File: config.mk
export PLATFORM = sky130hd
export DESIGN_NAME = uart_rx_param
export DESIGN_NICKNAME = d
export VERILOG_FILES = /design/src/rtl/uart_pkg.sv /design/src/rtl/uart_rx_sampler.sv /design/src/rtl/uart_rx_param.sv
export SDC_FILE = /design/constraint.sdc
export NUM_CORES = 1
export LEC_CHECK = 0
export CAP_MARGIN = 20
export CORE_UTILIZATION = 45
export CTS_CLUSTER_SIZE = 16
export DETAILED_ROUTE_END_ITERATION = 8
export SYNTH_ARGS = -nofsm -noshare
export SYNTH_HDL_FRONTEND = slang
export SYNTH_SLANG_ARGS = --single-unit
File: constraint.sdc
create_clock -name clk -period 2.8 [get_ports clk]
set_clock_uncertainty 0.15 [all_clocks]
set_input_delay 0.7 -clock clk [delete_from_list [all_inputs] [get_ports clk]]
set_output_delay 0.7 -clock clk [all_outputs]
set_load 0.05 [all_outputs]
File: src/rtl/uart_pkg.sv
// Shared types and constants for the parametrised UART receiver.
package uart_pkg;

    typedef enum logic [2:0] {
        StIdle,
        StStart,
        StData,
        StParity,
        StStop,
        StBreak
    } rx_state_e;

    localparam int unsigned PAR_NONE = 0;
    localparam int unsigned PAR_ODD  = 1;
    localparam int unsigned PAR_EVEN = 2;

    localparam int unsigned DATA_W_MIN = 5;
    localparam int unsigned DATA_W_MAX = 9;

    function automatic int unsigned bit_clks(input int unsigned clk_hz, input int unsigned baud);
        return clk_hz / baud;
    endfunction

endpackage

File: src/rtl/uart_rx_sampler.sv
// Line synchroniser, free-running bit-period counter and 3-sample majority vote
// around the bit centre.
module uart_rx_sampler #(
    parameter int unsigned BIT_CLKS    = 434,
    parameter int unsigned SYNC_STAGES = 2
) (
    input  logic clk,
    input  logic rst,
    input  logic rx_i,
    input  logic cnt_clr_i,
    output logic rxs_o,
    output logic sample_stb_o,
    output logic sample_bit_o
);

    localparam int unsigned MID   = BIT_CLKS / 2;
    localparam int unsigned CNT_W = $clog2(BIT_CLKS);

    logic [SYNC_STAGES-1:0] sync_q;
    logic [CNT_W-1:0]       cnt_q, cnt_d;
    logic                   early_q, mid_q;
    logic                   rxs;

    assign rxs   = sync_q[SYNC_STAGES-1];
    assign rxs_o = rxs;

    always_comb begin
        cnt_d = cnt_q + 1'b1;
        if (cnt_clr_i || cnt_q == CNT_W'(BIT_CLKS - 1)) begin
            cnt_d = '0;
        end
    end

    always_ff @(posedge clk or negedge rst) begin
        if (!rst) begin
            sync_q  <= '1;
            cnt_q   <= '0;
            early_q <= 1'b1;
            mid_q   <= 1'b1;
        end else begin
            sync_q <= {sync_q[SYNC_STAGES-2:0], rx_i};
            cnt_q  <= cnt_d;
            if (cnt_q == CNT_W'(MID - 1)) early_q <= rxs;
            if (cnt_q == CNT_W'(MID))     mid_q   <= rxs;
        end
    end

    // Third vote is the live line value one count after the centre.
    assign sample_stb_o = !cnt_clr_i && (cnt_q == CNT_W'(MID + 1));
    assign sample_bit_o = (early_q & mid_q) | (early_q & rxs) | (mid_q & rxs);

endmodule

File: src/rtl/uart_rx_param.sv
// Parametrised UART receiver: frame FSM, shift and holding registers, sticky
// error flags and a valid/ready output handshake.
module uart_rx_param
    import uart_pkg::*;
#(
    parameter int unsigned CLK_HZ      = 50_000_000,
    parameter int unsigned BAUD        = 115_200,
    parameter int unsigned DATA_W      = 8,
    parameter int unsigned PARITY      = PAR_EVEN,
    parameter int unsigned STOP_BITS   = 1,
    parameter int unsigned SYNC_STAGES = 2
) (
    input  logic              clk,
    input  logic              rst,
    input  logic              rx_i,
    output logic [DATA_W-1:0] rx_data_o,
    output logic              rx_valid_o,
    input  logic              rx_ready_i,
    output logic              parity_err_o,
    output logic              frame_err_o,
    output logic              overrun_o,
    input  logic              err_clr_i,
    output logic              busy_o
);

    localparam int unsigned BIT_CLKS  = bit_clks(CLK_HZ, BAUD);
    localparam longint      SHORTFALL = longint'(CLK_HZ) - longint'(BIT_CLKS) * longint'(BAUD);

    if (DATA_W < DATA_W_MIN || DATA_W > DATA_W_MAX) begin : g_chk_data_w
        $error("uart_rx_param: DATA_W must be 5..9");
    end
    if (PARITY > PAR_EVEN || STOP_BITS < 1 || STOP_BITS > 2 || SYNC_STAGES < 2) begin : g_chk_fmt
        $error("uart_rx_param: illegal PARITY, STOP_BITS or SYNC_STAGES");
    end
    // Truncation makes every bit short by the same fraction, so frame drift is this ratio.
    if (BIT_CLKS < 4 || SHORTFALL * 50 >= longint'(CLK_HZ)) begin : g_chk_baud
        $error("uart_rx_param: baud error from BIT_CLKS truncation is 2%% or more");
    end

    rx_state_e         state_q, state_d;
    logic [3:0]        idx_q, idx_d;
    logic [DATA_W-1:0] shift_q, shift_d, data_q, data_d;
    logic              par_q, par_d, par_bad_q, par_bad_d, frm_bad_q, frm_bad_d;
    logic              valid_q, valid_d, perr_q, perr_d, ferr_q, ferr_d, ovr_q, ovr_d;
    logic              rxs, sample_stb, sample_bit, deliver, frm_now, ovr_set;

    uart_rx_sampler #(
        .BIT_CLKS    (BIT_CLKS),
        .SYNC_STAGES (SYNC_STAGES)
    ) u_sampler (
        .clk          (clk),
        .rst          (rst),
        .rx_i         (rx_i),
        .cnt_clr_i    (state_q == StIdle),
        .rxs_o        (rxs),
        .sample_stb_o (sample_stb),
        .sample_bit_o (sample_bit)
    );

    assign frm_now = frm_bad_q | ~sample_bit;

    always_comb begin
        state_d   = state_q;
        idx_d     = idx_q;
        shift_d   = shift_q;
        par_d     = par_q;
        par_bad_d = par_bad_q;
        frm_bad_d = frm_bad_q;
        deliver   = 1'b0;
        unique case (state_q)
            // Idle line is high, so a low synchronised line here is a falling edge.
            StIdle: if (!rxs) state_d = StStart;
            StStart: if (sample_stb) begin
                if (sample_bit) begin
                    state_d = StIdle;
                end else begin
                    state_d   = StData;
                    idx_d     = '0;
                    par_d     = 1'b0;
                    par_bad_d = 1'b0;
                    frm_bad_d = 1'b0;
                end
            end
            StData: if (sample_stb) begin
                shift_d = {sample_bit, shift_q[DATA_W-1:1]};
                par_d   = par_q ^ sample_bit;
                if (idx_q == 4'(DATA_W - 1)) begin
                    idx_d   = '0;
                    state_d = (PARITY == PAR_NONE) ? StStop : StParity;
                end else begin
                    idx_d = idx_q + 4'd1;
                end
            end
            StParity: if (sample_stb) begin
                par_bad_d = (PARITY == PAR_ODD) ? ~(par_q ^ sample_bit) : (par_q ^ sample_bit);
                state_d   = StStop;
            end
            StStop: if (sample_stb) begin
                frm_bad_d = frm_now;
                if (idx_q == 4'(STOP_BITS - 1)) begin
                    deliver = 1'b1;
                    state_d = frm_now ? StBreak : StIdle;
                end else begin
                    idx_d = idx_q + 4'd1;
                end
            end
            StBreak: if (rxs) state_d = StIdle;
            default: state_d = StIdle;
        endcase
    end

    always_comb begin
        data_d  = data_q;
        valid_d = valid_q;
        ovr_set = 1'b0;
        if (valid_q && rx_ready_i) valid_d = 1'b0;
        if (deliver) begin
            if (!valid_q || rx_ready_i) begin
                data_d  = shift_q;
                valid_d = 1'b1;
            end else begin
                ovr_set = 1'b1;
            end
        end
        perr_d = (perr_q & ~err_clr_i) | (deliver & par_bad_q);
        ferr_d = (ferr_q & ~err_clr_i) | (deliver & frm_now);
        ovr_d  = (ovr_q & ~err_clr_i) | ovr_set;
    end

    always_ff @(posedge clk or negedge rst) begin
        if (!rst) begin
            state_q   <= StIdle;
            idx_q     <= '0;
            shift_q   <= '0;
            par_q     <= 1'b0;
            par_bad_q <= 1'b0;
            frm_bad_q <= 1'b0;
            data_q    <= '0;
            valid_q   <= 1'b0;
            perr_q    <= 1'b0;
            ferr_q    <= 1'b0;
            ovr_q     <= 1'b0;
        end else begin
            state_q   <= state_d;
            idx_q     <= idx_d;
            shift_q   <= shift_d;
            par_q     <= par_d;
            par_bad_q <= par_bad_d;
            frm_bad_q <= frm_bad_d;
            data_q    <= data_d;
            valid_q   <= valid_d;
            perr_q    <= perr_d;
            ferr_q    <= ferr_d;
            ovr_q     <= ovr_d;
        end
    end

    assign rx_data_o    = data_q;
    assign rx_valid_o   = valid_q;
    assign parity_err_o = perr_q;
    assign frame_err_o  = ferr_q;
    assign overrun_o    = ovr_q;
    assign busy_o       = (state_q != StIdle);

endmodule

# Word-level counts from Yosys, hierarchy flattened
# Index checks and enable logic that the tools add are counted.
[word_totals] reg_bits=43 in_bits=5 out_inout_bits=13 word_cells=108
[op_classes] add_sub_neg=2 n_eq_ne=20 n_mux=34 n_bitwise=17 n_reduce_logical=20
[ops] operator="9-bit by 8-bit equality test with 1-bit output (second input constant)" n=3
[ops] operator="3-bit two-way mux" n=9
[ops] operator="4-bit two-way mux" n=6
[ops] operator="2-bit inequality test (second input constant)" n=9
[ops] operator="3-bit case mux with 6 select lines" n=1
[ops] operator="1-bit two-way mux" n=12
[ops] operator="4-bit case mux with 3 select lines" n=1
[ops] operator="4-bit AND reduction" n=3
[ops] operator="9-bit by 1-bit adder with 9-bit output (second input constant)" n=1
[ops] operator="9-bit equality test (second input constant)" n=1
[ops] operator="9-bit two-way mux" n=1
[ops] operator="1-bit bitwise AND" n=8
[ops] operator="8-bit AND reduction" n=1
[ops] operator="3-bit by 2-bit equality test with 1-bit output (second input constant)" n=2
[ops] operator="3-bit equality test (second input constant)" n=2
[ops] operator="1-bit OR" n=6
[ops] operator="1-bit case mux with 2 select lines" n=3
[ops] operator="6-bit AND reduction" n=1
[ops] operator="2-bit nonzero test" n=3
[ops] operator="3-bit nonzero test" n=2
[ops] operator="4-bit by 1-bit adder with 4-bit output (second input constant)" n=1
[ops] operator="4-bit by 3-bit equality test with 1-bit output (second input constant)" n=1
[ops] operator="4-bit logical NOT" n=1
[ops] operator="2-bit AND reduction" n=2
[ops] operator="other kinds (9)" n=13

# Longest topological paths before layout
# Gate-level depths: netlist of run 1.
[logic_depth] word_depth=9 mapped_depth=7 depth_no_buf=6

# Cells and area by module
# A second synthesis of run 1 with hierarchy kept.
[unflattened] hier_cells=186 area_unflattened_um2=2114.5
[by_module_without_submodules] mod="uart_rx_param" instances=1 cells_each=125 area_each_um2=1436.4 seq_area_each_um2=750.7
[by_module_without_submodules] mod="uart_rx_sampler" instances=1 cells_each=61 area_each_um2=678.2 seq_area_each_um2=330.3

# Least setup slack after synthesis of run 1
# Ideal clock, no wire load.
[synth_timing] path_kind="reg-to-reg" startpoint="register u_sampler.cnt_q[0]" endpoint="register data_q[0], in the netlist rx_data_o[0]" setup_time_ns=0.125 arrival_time_ns=1.712 required_time_ns=2.525 setup_slack_ns=0.814 stages_incl_launch_ff=8 n_path_buf=1 synth_period_minus_slack_ns=1.986 cell_sequence="dfrtp_1 > inv_1 > ha_1 > nor4bb_1 > nand4_1 > nor2b_1 > buf_4 > mux2_2"
[synth_between] elab_chain_cells=5
[synth_rtl] item="start: declaration" line="uart_rx_sampler.sv:20" rtl="logic [CNT_W-1:0] cnt_q, cnt_d;"
[synth_rtl] item="start signal: assignment" line="uart_rx_sampler.sv:42" rtl="cnt_q <= cnt_d;"
[synth_rtl] item="9-bit by 8-bit equality test with 1-bit output" line="uart_rx_sampler.sv:49" rtl="assign sample_stb_o = !cnt_clr_i && (cnt_q == CNT_W'(MID + 1));"
[synth_rtl] item="1-bit logical AND" line="uart_rx_sampler.sv:49"
[synth_rtl] item="1-bit two-way mux" line="uart_rx_param.sv:98" rtl="StStop: if (sample_stb) begin"
[synth_rtl] item="1-bit two-way mux" line="uart_rx_param.sv:70" rtl="unique case (state_q)"
[synth_rtl] item="2-bit AND reduction (no line)"
[synth_rtl] item="end signal: assignment" line="uart_rx_param.sv:150" rtl="data_q <= data_d;"
[synth_rtl] item="end: declaration" line="uart_rx_param.sv:42" rtl="logic [DATA_W-1:0] shift_q, shift_d, data_q, data_d;"
# Every way passes these cells.
# A chain may end at the register's enable or synchronous reset.

# Final worst setup path of run 1
[layout_timing] startpoint="register state_q[0]" endpoint="output busy_o"
[layout_between] elab_chain_cells=1
[layout_rtl] item="start: declaration" line="uart_rx_param.sv:40" rtl="rx_state_e state_q, state_d;"
[layout_rtl] item="start signal: assignment" line="uart_rx_param.sv:132" rtl="state_q <= StIdle;"
[layout_rtl] item="start signal: assignment" line="uart_rx_param.sv:144" rtl="state_q <= state_d;"
[layout_rtl] item="3-bit nonzero test" line="uart_rx_param.sv:163" rtl="assign busy_o = (state_q != StIdle);"
[layout_rtl] item="end: declaration" line="uart_rx_param.sv:23" rtl="output logic busy_o"
# Every way passes these cells.

==> insert_results.sql, run 1 <==
INSERT INTO impl_metrics (metric_group, metric, value, unit) VALUES
('critical_path', 'worstPathRequired', '1950', 'ps'),
('critical_path', 'setup.worst_path.end_class', 'output pin', ''),
('placement', 'port_buffers', '17', ''),
('cts', 'clk_pin_slew_worst_paths', '70', 'ps'),
('die', 'initial_utilization', '48.4', '%'),
('final_layout', 'syn_to_final_growth', '13.9', '%'),
('global_route', 'grt_remaining_overflow', '0', ''),
('global_route', 'grt_util_met2', '29.6', '%'),
('cts', 'cts_post_setup_buffers_inserted', '0', ''),
('pwr', 'switching_share', '20.5', '%'),
('outcome', 'status', 'complete, no violations', ''),
('yosys', 'synth.yosys.warnings', '0', ''),
('global_route', 'grt.met3_usage', '4.50', '%'),
('route', 'detail_route.vias_per_cell', '5.58', ''),
('final_layout', 'antenna_cells', '0', ''),
('final_layout', 'final_core_util', '55.1', '%'),
('placement', 'detailedPlacementHpwl', '3010', 'µm'),
('yosys', 'synth_seq_cells', '43', ''),
('die', 'design.core.area', '4500', 'µm²'),
('yosys', 'syn_inst_count', '193', ''),
('yosys', 'distinct_cell_type_count_of_the_synthesized_netlist', '55', ''),
('sta', 'period_needed', '2340', 'ps'),
('cts', 'worst_skew_pair.late_latency', '290', 'ps'),
('pwr', 'cell_internal_pwr', '0.832', 'mW'),
('route', 'drc', '0', ''),
('critical_path', 'startpoint', 'state_q[0]', ''),
('min_path', 'worst_hold_path_type', 'in -> async', ''),
('global_route', 'grt_max_degree', '25', ''),
('critical_path', 'regToRegSetupSlack', '570', 'ps'),
('yosys', 'syn_nets', '204', ''),
('cts', 'postCtsHoldBufs', '0', ''),
('sta', 'setup_repair_after_global_routing_missed_its_margin', 'no', ''),
('sta', 'worst_pin_slew', '622', 'ps'),
('global_route', 'grt_first_pass_wirelength', '7250', 'µm'),
('sta', 'drv_slew', '0', ''),
('cts', 'root_buffer', 'clkbuf_8', ''),
('sta', 'relSlewSlack', '58.2', '%'),
('die', 'die_w', '71.6', 'µm'),
('cts', 'cts.path.max_buffers', '2', ''),
('sta', 'fmaxAchievable', '0.427', 'GHz'),
('critical_path', 'timing.setup.critical_path_class', 'reg -> out', ''),
('global_route', 'grt_most_used_layer', 'met2', ''),
('critical_path', 'crit-reg2reg-capture', 'rx_data_o[4]', ''),
('yosys', 'synth.yosys.seq_area_share', '49.6', '%'),
('final_layout', 'finish.net_count', '224', ''),
('die', 'die_h', '71.6', 'µm'),
('route', 'dr.first_iter.drc_count', '89', ''),
('sta', 'finalSetupViolCount', '0', ''),
('critical_path', 'crit_path_cell_trace', 'inv_1 -> nand3_1 -> buf_4', ''),
('sta', 'post_route_hold_slack', '203', 'ps'),
('yosys', 'synthesized_cell_area', '2180', 'µm²'),
('pwr', 'vdd.ir_drop.worst', '0.000336', 'V'),
('yosys', 'number_of_synthesized_flops_with_an_enable_pin', '0', ''),
('route', 'routed_wirelength', '4090', 'µm'),
('placement', 'routabilityCongestion', '0.903', ''),
('route', 'route.vias.total', '1484', ''),
('sta', 'final_min_period_over_clock_period', '83.6', '%'),
('die', 'rows', '24', ''),
('yosys', 'ys_dominant_reg_cell', 'dfrtp_1', ''),
('critical_path', 'worst_path_max_delay_cell', 'dfrtp_1', ''),
('cts', 'cts_inserted_buffers', '5', ''),
('cts', 'deepest_level_of_the_cts_h_tree', '2', ''),
('sta', 'final.setup.tns', '0', 'ps'),
('critical_path', 'critPathLaunchType', 'flop', ''),
('cts', 'clock-sinks', '43', ''),
('global_route', 'met1_usage', '24.7', '%'),
('yosys', 'synth_area_per_cell', '11.3', 'µm²'),
('final_layout', 'post-route-cell-area', '2480', 'µm²'),
('final_layout', 'final_cell_mix', 'dfrtp_1 (39), mux2_2 (17), clkdlybuf4s50_1 (15)', ''),
('job', 'number_of_max_cap_violations', '0', ''),
('pwr', 'power.density', '421', 'nW/µm²');
==> per-layer routing <==
| layer | vias up | wire length [µm] |
|---|---|---|
| met5 | - | 0 |
| met2 | 17 | 1950 |
| met1 | 737 | 1980 |
| li1 | 725 | - |
| met4 | 0 | 50 |
| met3 | 5 | 109 |
==> worst max-delay path, delay by kind of cell, from the launching register on <==
kind | cells | cell delay (ps)
flip-flops | 1 | 680
buffers and inverters | 2 | 370
AND/OR/NAND/NOR | 1 | 160
==> area by class of cell <==
class | count | area (µm²)
clock buffer | 7 | 86.3
inverter | 14 | 52.6
clock inverter | 1 | 8.76
sequential | 43 | 1080
fill | 389 | 2020
tap | 52 | 65.1
multi-input combinational | 130 | 1010
timing repair buffer | 19 | 178
==> power by group through the flow <==
stage               Sequential [mW]  Combinational [mW]  Clock (mW)
CTS                           0.625              0.0219       0.419
global route                  0.625              0.0245       0.444
global placement              0.637              0.0212           0
detailed placement            0.637              0.0221           0
finish                        0.625              0.0206       0.400
floorplan                     0.636             0.00261           0
==> per-stage QoR <==
stage                     cells  setup slack (ps)  total power [mW]
after floorplan             193               814             0.639
after global placement      258               592             0.658
after detailed placement    258               557             0.659
after CTS                   266               461              1.07
after global routing        266               353              1.09
final                       266               460              1.05
==> worst min-delay path by stage <==
stage | depth (start not counted) | end | slack (ps)
floorplan | 0 | u_sampler.sync_q[1] | 200
global placement | 0 | u_sampler.sync_q[1] | 200
detailed placement | 0 | u_sampler.sync_q[1] | 200
CTS | 1 | u_sampler.cnt_q[2] | 210
global route | 1 | rx_data_o[5] | 220
finish | 1 | idx_q[0] | 200
==> kinds of logic after synthesis <==
kind of cell             share of synthesized area (%)
AO/OA/AOI/OAI                                     9.99
XOR/XNOR                                          3.62
adder cells (fa/ha/maj)                           4.08
buffers and inverters                             4.02
flip-flops                                        49.6
multiplexers                                      9.93
AND/OR/NAND/NOR                                   18.8
==> registers in the layout, summed over array words and instances (netlist names) <==
name	cells
u_sampler.cnt_q	9
rx_data_o	8
shift_q	8
idx_q	4
state_q	3
u_sampler.sync_q	2
frame_err_o	1
frm_bad_q	1
overrun_o	1
par_bad_q	1
par_q	1
parity_err_o	1
rx_valid_o	1
u_sampler.early_q	1
u_sampler.mid_q	1
==> Yosys cell counts, types with 2 or more instances <==
cell / n / area share (%)
dfrtp_1: 39 / 45
mux2_2: 17 / 8.8
inv_1: 14 / 2.4
nor2_1: 13 / 2.2
nand2_1: 10 / 1.7
ha_1: 6 / 3.4
nand3_1: 6 / 1.4
xnor2_1: 6 / 2.4
a21oi_1: 5 / 1.1
and3_1: 5 / 1.4
a21o_1: 4 / 1.4
buf_2: 4 / 0.92
dfstp_2: 4 / 4.8
nand4_1: 4 / 1.1
o21ai_0: 4 / 0.92
nand2b_1: 3 / 0.86
xor2_1: 3 / 1.2
buf_4: 2 / 0.69
nor3b_1: 2 / 0.69
nor3b_2: 2 / 1.1
nor4b_1: 2 / 0.80
o211a_1: 2 / 0.92
o21ai_1: 2 / 0.46
o22ai_1: 2 / 0.57
or3_1: 2 / 0.57
No activity file was read; power rests on OpenSTA's default activity.
==> run 2, diff against run 1 <==
==> constraint.sdc (replaced) <==
create_clock -name clk -period 2.3 [get_ports clk]
set_clock_uncertainty 0.15 [all_clocks]
set_input_delay 0.575 -clock clk [delete_from_list [all_inputs] [get_ports clk]]
set_output_delay 0.575 -clock clk [all_outputs]
set_load 0.05 [all_outputs]
==> run 2 against run 1 <==
  * Via count is 3.2% higher
  * Combinational power is 30% higher
  * Clock-buffer cell count decreased by 1
  * Worst setup slack lost 370 ps
  * Clock power is 15% higher
  * Total power rose by 19%
  * Die area unchanged
  * Sequential power increased by 22%
  * Sequential share of layout area down 1.2 points
==> insert_results.sql, run 2 (synthesis gave the netlist of run 1 again) <==
INSERT INTO impl_metrics (metric_group, metric, value, unit) VALUES
('critical_path', 'critPathLaunchType', 'flop', ''),
('cts', 'clk_pin_slew_worst_paths', '80', 'ps'),
('route', 'wl_met2', '2020', 'µm'),
('global_route', 'first_global_vias', '1528', ''),
('route', 'detail_route.vias_per_cell', '5.57', ''),
('final_layout', 'finish.net_count', '233', ''),
('global_route', 'grt_remaining_overflow', '0', ''),
('final_layout', 'syn_to_final_growth', '17.1', '%'),
('final_layout', 'antenna_cells', '0', ''),
('die', 'top_level_ports', '18', ''),
('final_layout', 'nFillCells', '398', ''),
('placement', 'detailedPlacementHpwl', '3090', 'µm'),
('placement', 'place_worst_setup_slack', '192', 'ps'),
('die', 'initial_utilization', '48.4', '%'),
('global_route', 'grt_antenna_before_repair', '0', ''),
('route', 'route.met3.wl', '111', 'µm'),
('route', 'dr.first_iter.drc_count', '76', ''),
('cts', 'deepest_level_of_the_cts_h_tree', '2', ''),
('global_route', 'grt_max_degree', '29', ''),
('global_route', 'grt_first_pass_wirelength', '7320', 'µm'),
('final_layout', 'biggest_register', 'u_sampler.cnt_q', ''),
('sta', 'fmaxAchievable', '0.453', 'GHz'),
('sta', 'final.setup.tns', '0', 'ps'),
('cts', 'cts.path.max_buffers', '2', ''),
('route', 'route.vias.total', '1532', ''),
('job', 'number_of_max_cap_violations', '0', ''),
('critical_path', 'worstPathRequired', '1570', 'ps'),
('critical_path', 'worst-r2r-cell-count', '7', ''),
('route', 'antenna_violating_nets_post_route', '0', ''),
('pwr', 'vdd.ir_drop.worst', '0.000361', 'V'),
('die', 'dieArea', '5130', 'µm²'),
('route', 'm1WireLength', '1990', 'µm'),
('sta', 'worst_pin_slew', '639', 'ps'),
('final_layout', 'final_core_util', '56.7', '%'),
('critical_path', 'timing.critical_path.arrival', '1480', 'ps'),
('sta', 'relSlewSlack', '57.4', '%'),
('route', 'drt-wirelength-per-cell', '15.2', 'µm'),
('critical_path', 'timing.setup.critical_path_class', 'reg -> out', ''),
('final_layout', 'largest_register_ffs', '9', ''),
('die', 'design.core.area', '4500', 'µm²'),
('critical_path', 'max_stage_delay', '490', 'ps'),
('critical_path', 'setup.worst_path.end_class', 'output pin', ''),
('sta', 'final_min_period_over_clock_period', '96.0', '%'),
('final_layout', 'layout-drive-gt1-share', '22.9', '%'),
('pwr', 'finalPower', '1.25', 'mW'),
('route', 'routed_wirelength', '4190', 'µm'),
('placement', 'routabilityCongestion', '0.862', ''),
('cts', 'worst_skew_pair.late_latency', '290', 'ps'),
('outcome', 'status', 'complete, no violations', ''),
('cts', 'cts_inserted_buffers', '5', ''),
('sta', 'finalSetupViolCount', '0', ''),
('sta', 'finalHoldViolations', '0', ''),
('sta', 'drv_slew', '0', ''),
('final_layout', 'final_cell_mix', 'dfrtp_1 (39), mux2_2 (17), clkdlybuf4s50_1 (15)', ''),
('cts', 'clock-sinks', '43', ''),
('cts', 'cts-resized-gates', '0', ''),
('pwr', 'power.leakage', '1.22', 'nW'),
('cts', 'postCtsHoldBufs', '0', ''),
('critical_path', 'worst_path_max_delay_cell', 'dfrtp_1', ''),
('cts', 'root_buffer', 'clkbuf_8', ''),
('cts', 'cts_tree', 'yes', ''),
('critical_path', 'crit_path_max_fanout', '10', ''),
('critical_path', 'crit_path_cell_trace', 'buf_4 -> inv_1 -> nand3_1 -> buf_12', ''),
('global_route', 'gr-usage-all-layers', '18.4', '%'),
('die', 'rows', '24', ''),
('sta', 'layout_setup_ws', '91.8', 'ps'),
('route', 'first_pass_iters', '4', ''),
('min_path', 'worst_hold_path_type', 'in -> async', ''),
('sta', 'period_needed', '2210', 'ps'),
('placement', 'port_buffers', '17', ''),
('die', 'die_w', '71.6', 'µm'),
('final_layout', 'final_common_cell', 'dfrtp_1', ''),
('route', 'drc', '0', ''),
('cts', 'cts_post_setup_buffers_inserted', '0', ''),
('die', 'die_h', '71.6', 'µm'),
('pwr', 'power.density', '489', 'nW/µm²'),
('sta', 'setup_repair_after_global_routing_missed_its_margin', 'no', ''),
('route', 'highest-signal-layer', 'met4', '');
## run 2: worst paths after layout
kind | start | endpoint | slack [ps]
min in group clk | u_sampler.sync_q[0] | u_sampler.sync_q[1] | 210
max in group asynchronous | rst | rx_data_o[2] | 1230
worst min-delay path | rst | idx_q[2] | 150
worst min register to register | u_sampler.sync_q[0] | u_sampler.sync_q[1] | 210
worst max-delay path | state_q[0] | busy_o | 90
worst max register to register | u_sampler.cnt_q[0] | rx_data_o[6] | 190
## run 2: area by class of cell
cell class	instances	area (µm²)	share of cell area, %
clock buffer	6	72.6	2.84
clock inverter	2	12.5	0.490
inverter	14	52.6	2.06
multi-input combinational	130	1010	39.6
sequential	43	1080	42.4
tap	52	65.1	2.55
timing repair buffer	28	258	10.1
## run 2: routing by layer
metal | GRT usage [%] | vias to the layer above
met1 | 25.1 | 746
met5 | 0 | -
met3 | 3.09 | 10
met2 | 29.5 | 25
met4 | 7.63 | 0
li1 | - | 751
## run 2: through the flow
step | cells | hold slack [ps] | cell area, µm²
2_1_floorplan | 193 | 129 | 2180
3_3_place_gp | 267 | 198 | 2470
3_5_place_dp | 267 | 198 | 2470
4_1_cts | 275 | 166 | 2550
5_1_grt | 275 | 196 | 2550
6_report | 275 | 148 | 2550
## run 2: report_power, final
part	internal [mW]	switching (mW)	total, mW	leakage, nW
registers	0.759	0.00199	0.761	0.572
clock network	0.212	0.249	0.461	0.0412
logic	0.00907	0.0178	0.0268	0.604
## run 2: worst max-delay path, delay by kind of cell (launching register included)
family | cells | cell delay, ps
buffers and inverters | 3 | 520
AND/OR/NAND/NOR | 1 | 190
flip-flops | 1 | 490
==> run 3, diff against run 2 <==
--- a/config.mk
+++ b/config.mk
@@ -5,6 +5,7 @@
 export SDC_FILE = /design/constraint.sdc
 export NUM_CORES = 1
 export LEC_CHECK = 0
+export ABC_CLOCK_PERIOD_IN_PS = 2300
 export CAP_MARGIN = 20
 export CORE_UTILIZATION = 45
 export CTS_CLUSTER_SIZE = 16
==> constraint.sdc (replaced) <==
create_clock -name clk -period 2.3 [get_ports clk]
set_clock_uncertainty 0.15 [all_clocks]
set_input_delay 0.345 -clock clk [delete_from_list [all_inputs] [get_ports clk]]
set_output_delay 0.345 -clock clk [all_outputs]
set_load 0.05 [all_outputs]
==> run 3 against run 2 <==
  * Clock power increased by 13%
  * Non-clock buffer count is 1 lower
  * Worst setup slack improved by 73 ps
  * Critical path depth rose by 3
  * Sequential power about the same
  * Maximum frequency grew 3.4%
  * Die area did not move
  * Total power increased by 4.8%
  * Critical endpoint is now rx_data_o[4]
==> insert_results.sql, run 3 (synthesis gave the netlist of run 1 again) <==
INSERT INTO impl_metrics (metric_group, metric, value, unit) VALUES
('outcome', 'status', 'complete, no violations', ''),
('placement', 'placedCellCount', '265', ''),
('final_layout', 'layout-drive-gt1-share', '23.0', '%'),
('placement', 'detailedPlacementHpwl', '2880', 'µm'),
('final_layout', 'biggest_register', 'u_sampler.cnt_q', ''),
('route', 'dr.first_iter.drc_count', '92', ''),
('global_route', 'grt_antenna_before_repair', '0', ''),
('job', 'number_of_max_cap_violations', '0', ''),
('pwr', 'power.density', '509', 'nW/µm²'),
('final_layout', 'final_common_cell', 'dfrtp_1', ''),
('sta', 'drv_slew', '0', ''),
('critical_path', 'crit-reg2reg-capture', 'rx_data_o[4]', ''),
('die', 'top_level_ports', '18', ''),
('critical_path', 'critPathLaunchType', 'flop', ''),
('critical_path', 'crit_path_cell_trace', 'inv_1 -> ha_1 -> nor4bb_2 -> nand4_1 -> nor2b_1 -> buf_4 -> mux2_2', ''),
('final_layout', 'finish.net_count', '232', ''),
('route', 'antenna_violating_nets_post_route', '0', ''),
('sta', 'finalHoldViolations', '0', ''),
('final_layout', 'layoutNonFillerInstCount', '274', ''),
('critical_path', 'timing.critical_path.arrival', '2160', 'ps'),
('min_path', 'holdCritStartpoint', 'u_sampler.sync_q[0]', ''),
('critical_path', 'worstPathRequired', '2330', 'ps'),
('cts', 'worst_skew_pair.late_latency', '290', 'ps'),
('cts', 'deepest_level_of_the_cts_h_tree', '2', ''),
('route', 'drc', '0', ''),
('critical_path', 'regToRegSetupSlack', '160', 'ps'),
('cts', 'root_buffer', 'clkbuf_8', ''),
('global_route', 'grt_util_met2', '29.2', '%'),
('cts', 'clk_pin_slew_worst_paths', '80', 'ps'),
('global_route', 'first_global_vias', '1501', ''),
('critical_path', 'timing.setup.critical_path_class', 'reg -> reg', ''),
('global_route', 'grt_first_pass_wirelength', '7050', 'µm'),
('sta', 'final.setup.tns', '0', 'ps'),
('sta', 'fmaxAchievable', '0.468', 'GHz'),
('pwr', 'power.leakage', '1.22', 'nW'),
('critical_path', 'max_stage_delay', '420', 'ps'),
('cts', 'clock-sinks', '43', ''),
('critical_path', 'setup.worst_path.end_class', 'flop', ''),
('route', 'drt-wirelength-per-cell', '14.7', 'µm'),
('die', 'rows', '24', ''),
('cts', 'cts_inserted_buffers', '5', ''),
('global_route', 'grt_max_degree', '44', ''),
('placement', 'routabilityCongestion', '0.806', ''),
('critical_path', 'crit_path_max_fanout', '8', ''),
('min_path', 'number_of_cells_on_the_worst_hold_path', '0', ''),
('sta', 'worst_pin_slew', '497', 'ps'),
('sta', 'period_needed', '2140', 'ps'),
('die', 'die_h', '71.6', 'µm'),
('pwr', 'vdd.ir_drop.worst', '0.000322', 'V'),
('cts', 'cts_tree', 'yes', ''),
('final_layout', 'syn_to_final_growth', '18.0', '%'),
('route', 'detail_route.vias_per_cell', '5.57', ''),
('min_path', 'endpoint_worst_hold', 'u_sampler.sync_q[1]', ''),
('final_layout', 'antenna_cells', '0', ''),
('cts', 'cts.path.max_buffers', '2', ''),
('global_route', 'grt.met3_usage', '3.94', '%'),
('critical_path', 'worstReg2RegStart', 'u_sampler.cnt_q[0]', ''),
('route', 'route.vias.total', '1525', ''),
('sta', 'post_route_hold_slack', '210', 'ps'),
('final_layout', 'largest_register_ffs', '9', ''),
('sta', 'setup_repair_after_global_routing_missed_its_margin', 'no', ''),
('die', 'initial_utilization', '48.4', '%'),
('placement', 'port_buffers', '17', ''),
('global_route', 'grt_remaining_overflow', '0', ''),
('global_route', 'grt_most_used_layer', 'met2', ''),
('global_route', 'gr-usage-all-layers', '17.6', '%'),
('cts', 'cts_post_setup_buffers_inserted', '0', ''),
('die', 'die_w', '71.6', 'µm'),
('die', 'dieArea', '5130', 'µm²'),
('sta', 'final_min_period_over_clock_period', '92.8', '%'),
('die', 'design.core.area', '4500', 'µm²'),
('min_path', 'worst_hold_path_type', 'reg -> reg', ''),
('sta', 'finalSetupViolCount', '0', ''),
('critical_path', 'worst_path_max_delay_cell', 'dfrtp_1', ''),
('critical_path', 'worst-r2r-cell-count', '7', ''),
('sta', 'relSlewSlack', '66.8', '%'),
('global_route', 'met1_usage', '23.3', '%'),
('route', 'first_pass_iters', '4', ''),
('final_layout', 'final_cell_mix', 'dfrtp_1 (39), mux2_2 (17), clkdlybuf4s50_1 (15)', ''),
('route', 'routed_wirelength', '4030', 'µm');
## run 3: area by class of cell
type                       instances  area [µm²]
fill                             370        1930
sequential                        43        1080
multi-input combinational        130        1020
timing repair buffer              27         253
clock buffer                       7        96.3
tap                               52        65.1
inverter                          14        52.6
clock inverter                     1        7.51
## run 3: stage by stage
stage	setup WS [ps]	cell area (µm²)	total power, mW	util [%]
2_1_floorplan	314	2180	0.778	-
3_3_place_gp	284	2450	0.804	54.4
3_5_place_dp	191	2450	0.804	54.4
4_1_cts	158	2570	1.34	57.0
5_1_grt	34.5	2570	1.37	57.1
6_report	165	2570	1.31	57.1
## run 3: routing by layer
| metal | up-vias | share of wire (%) |
|---|---|---|
| met5 | - | 0 |
| met4 | 0 | 0.32 |
| met3 | 2 | 3.0 |
| met2 | 23 | 49 |
| met1 | 757 | 47 |
| li1 | 743 | - |
## run 3: worst max-delay path by stage
stage | cells after the start | end | from | slack, ps
after detailed placement | 7 | rx_data_o[4] | u_sampler.cnt_q[0] | 190
final | 7 | rx_data_o[4] | u_sampler.cnt_q[0] | 160
after global placement | 7 | rx_data_o[4] | u_sampler.cnt_q[0] | 280
after CTS | 7 | rx_data_o[4] | u_sampler.cnt_q[0] | 160
after global routing | 7 | rx_data_o[3] | u_sampler.cnt_q[0] | 30
after floorplan | 7 | rx_data_o[0] | u_sampler.cnt_q[0] | 310
## run 3: critical path: cells and delay by family (launching register included)
kind          cells  cell delay [ps]
fa+ha+maj         1              210
buf+inv           2              280
flops             1              420
mux               1              340
simple gates      3              620
## run 3: power by group
part	leakage, nW	switching [mW]	total, mW	internal [mW]
clock	0.0505	0.246	0.519	0.273
sequential	0.572	0.00162	0.760	0.759
combinational	0.596	0.0171	0.0287	0.0115
## run 3: timing repair
item | 4_1_cts | 5_1_grt
endpoints found under the setup margin | 0 | 8
hold buffers | 1 | 0
endpoints found under the hold margin | 39 | 0
gates resized for setup | 0 | 1
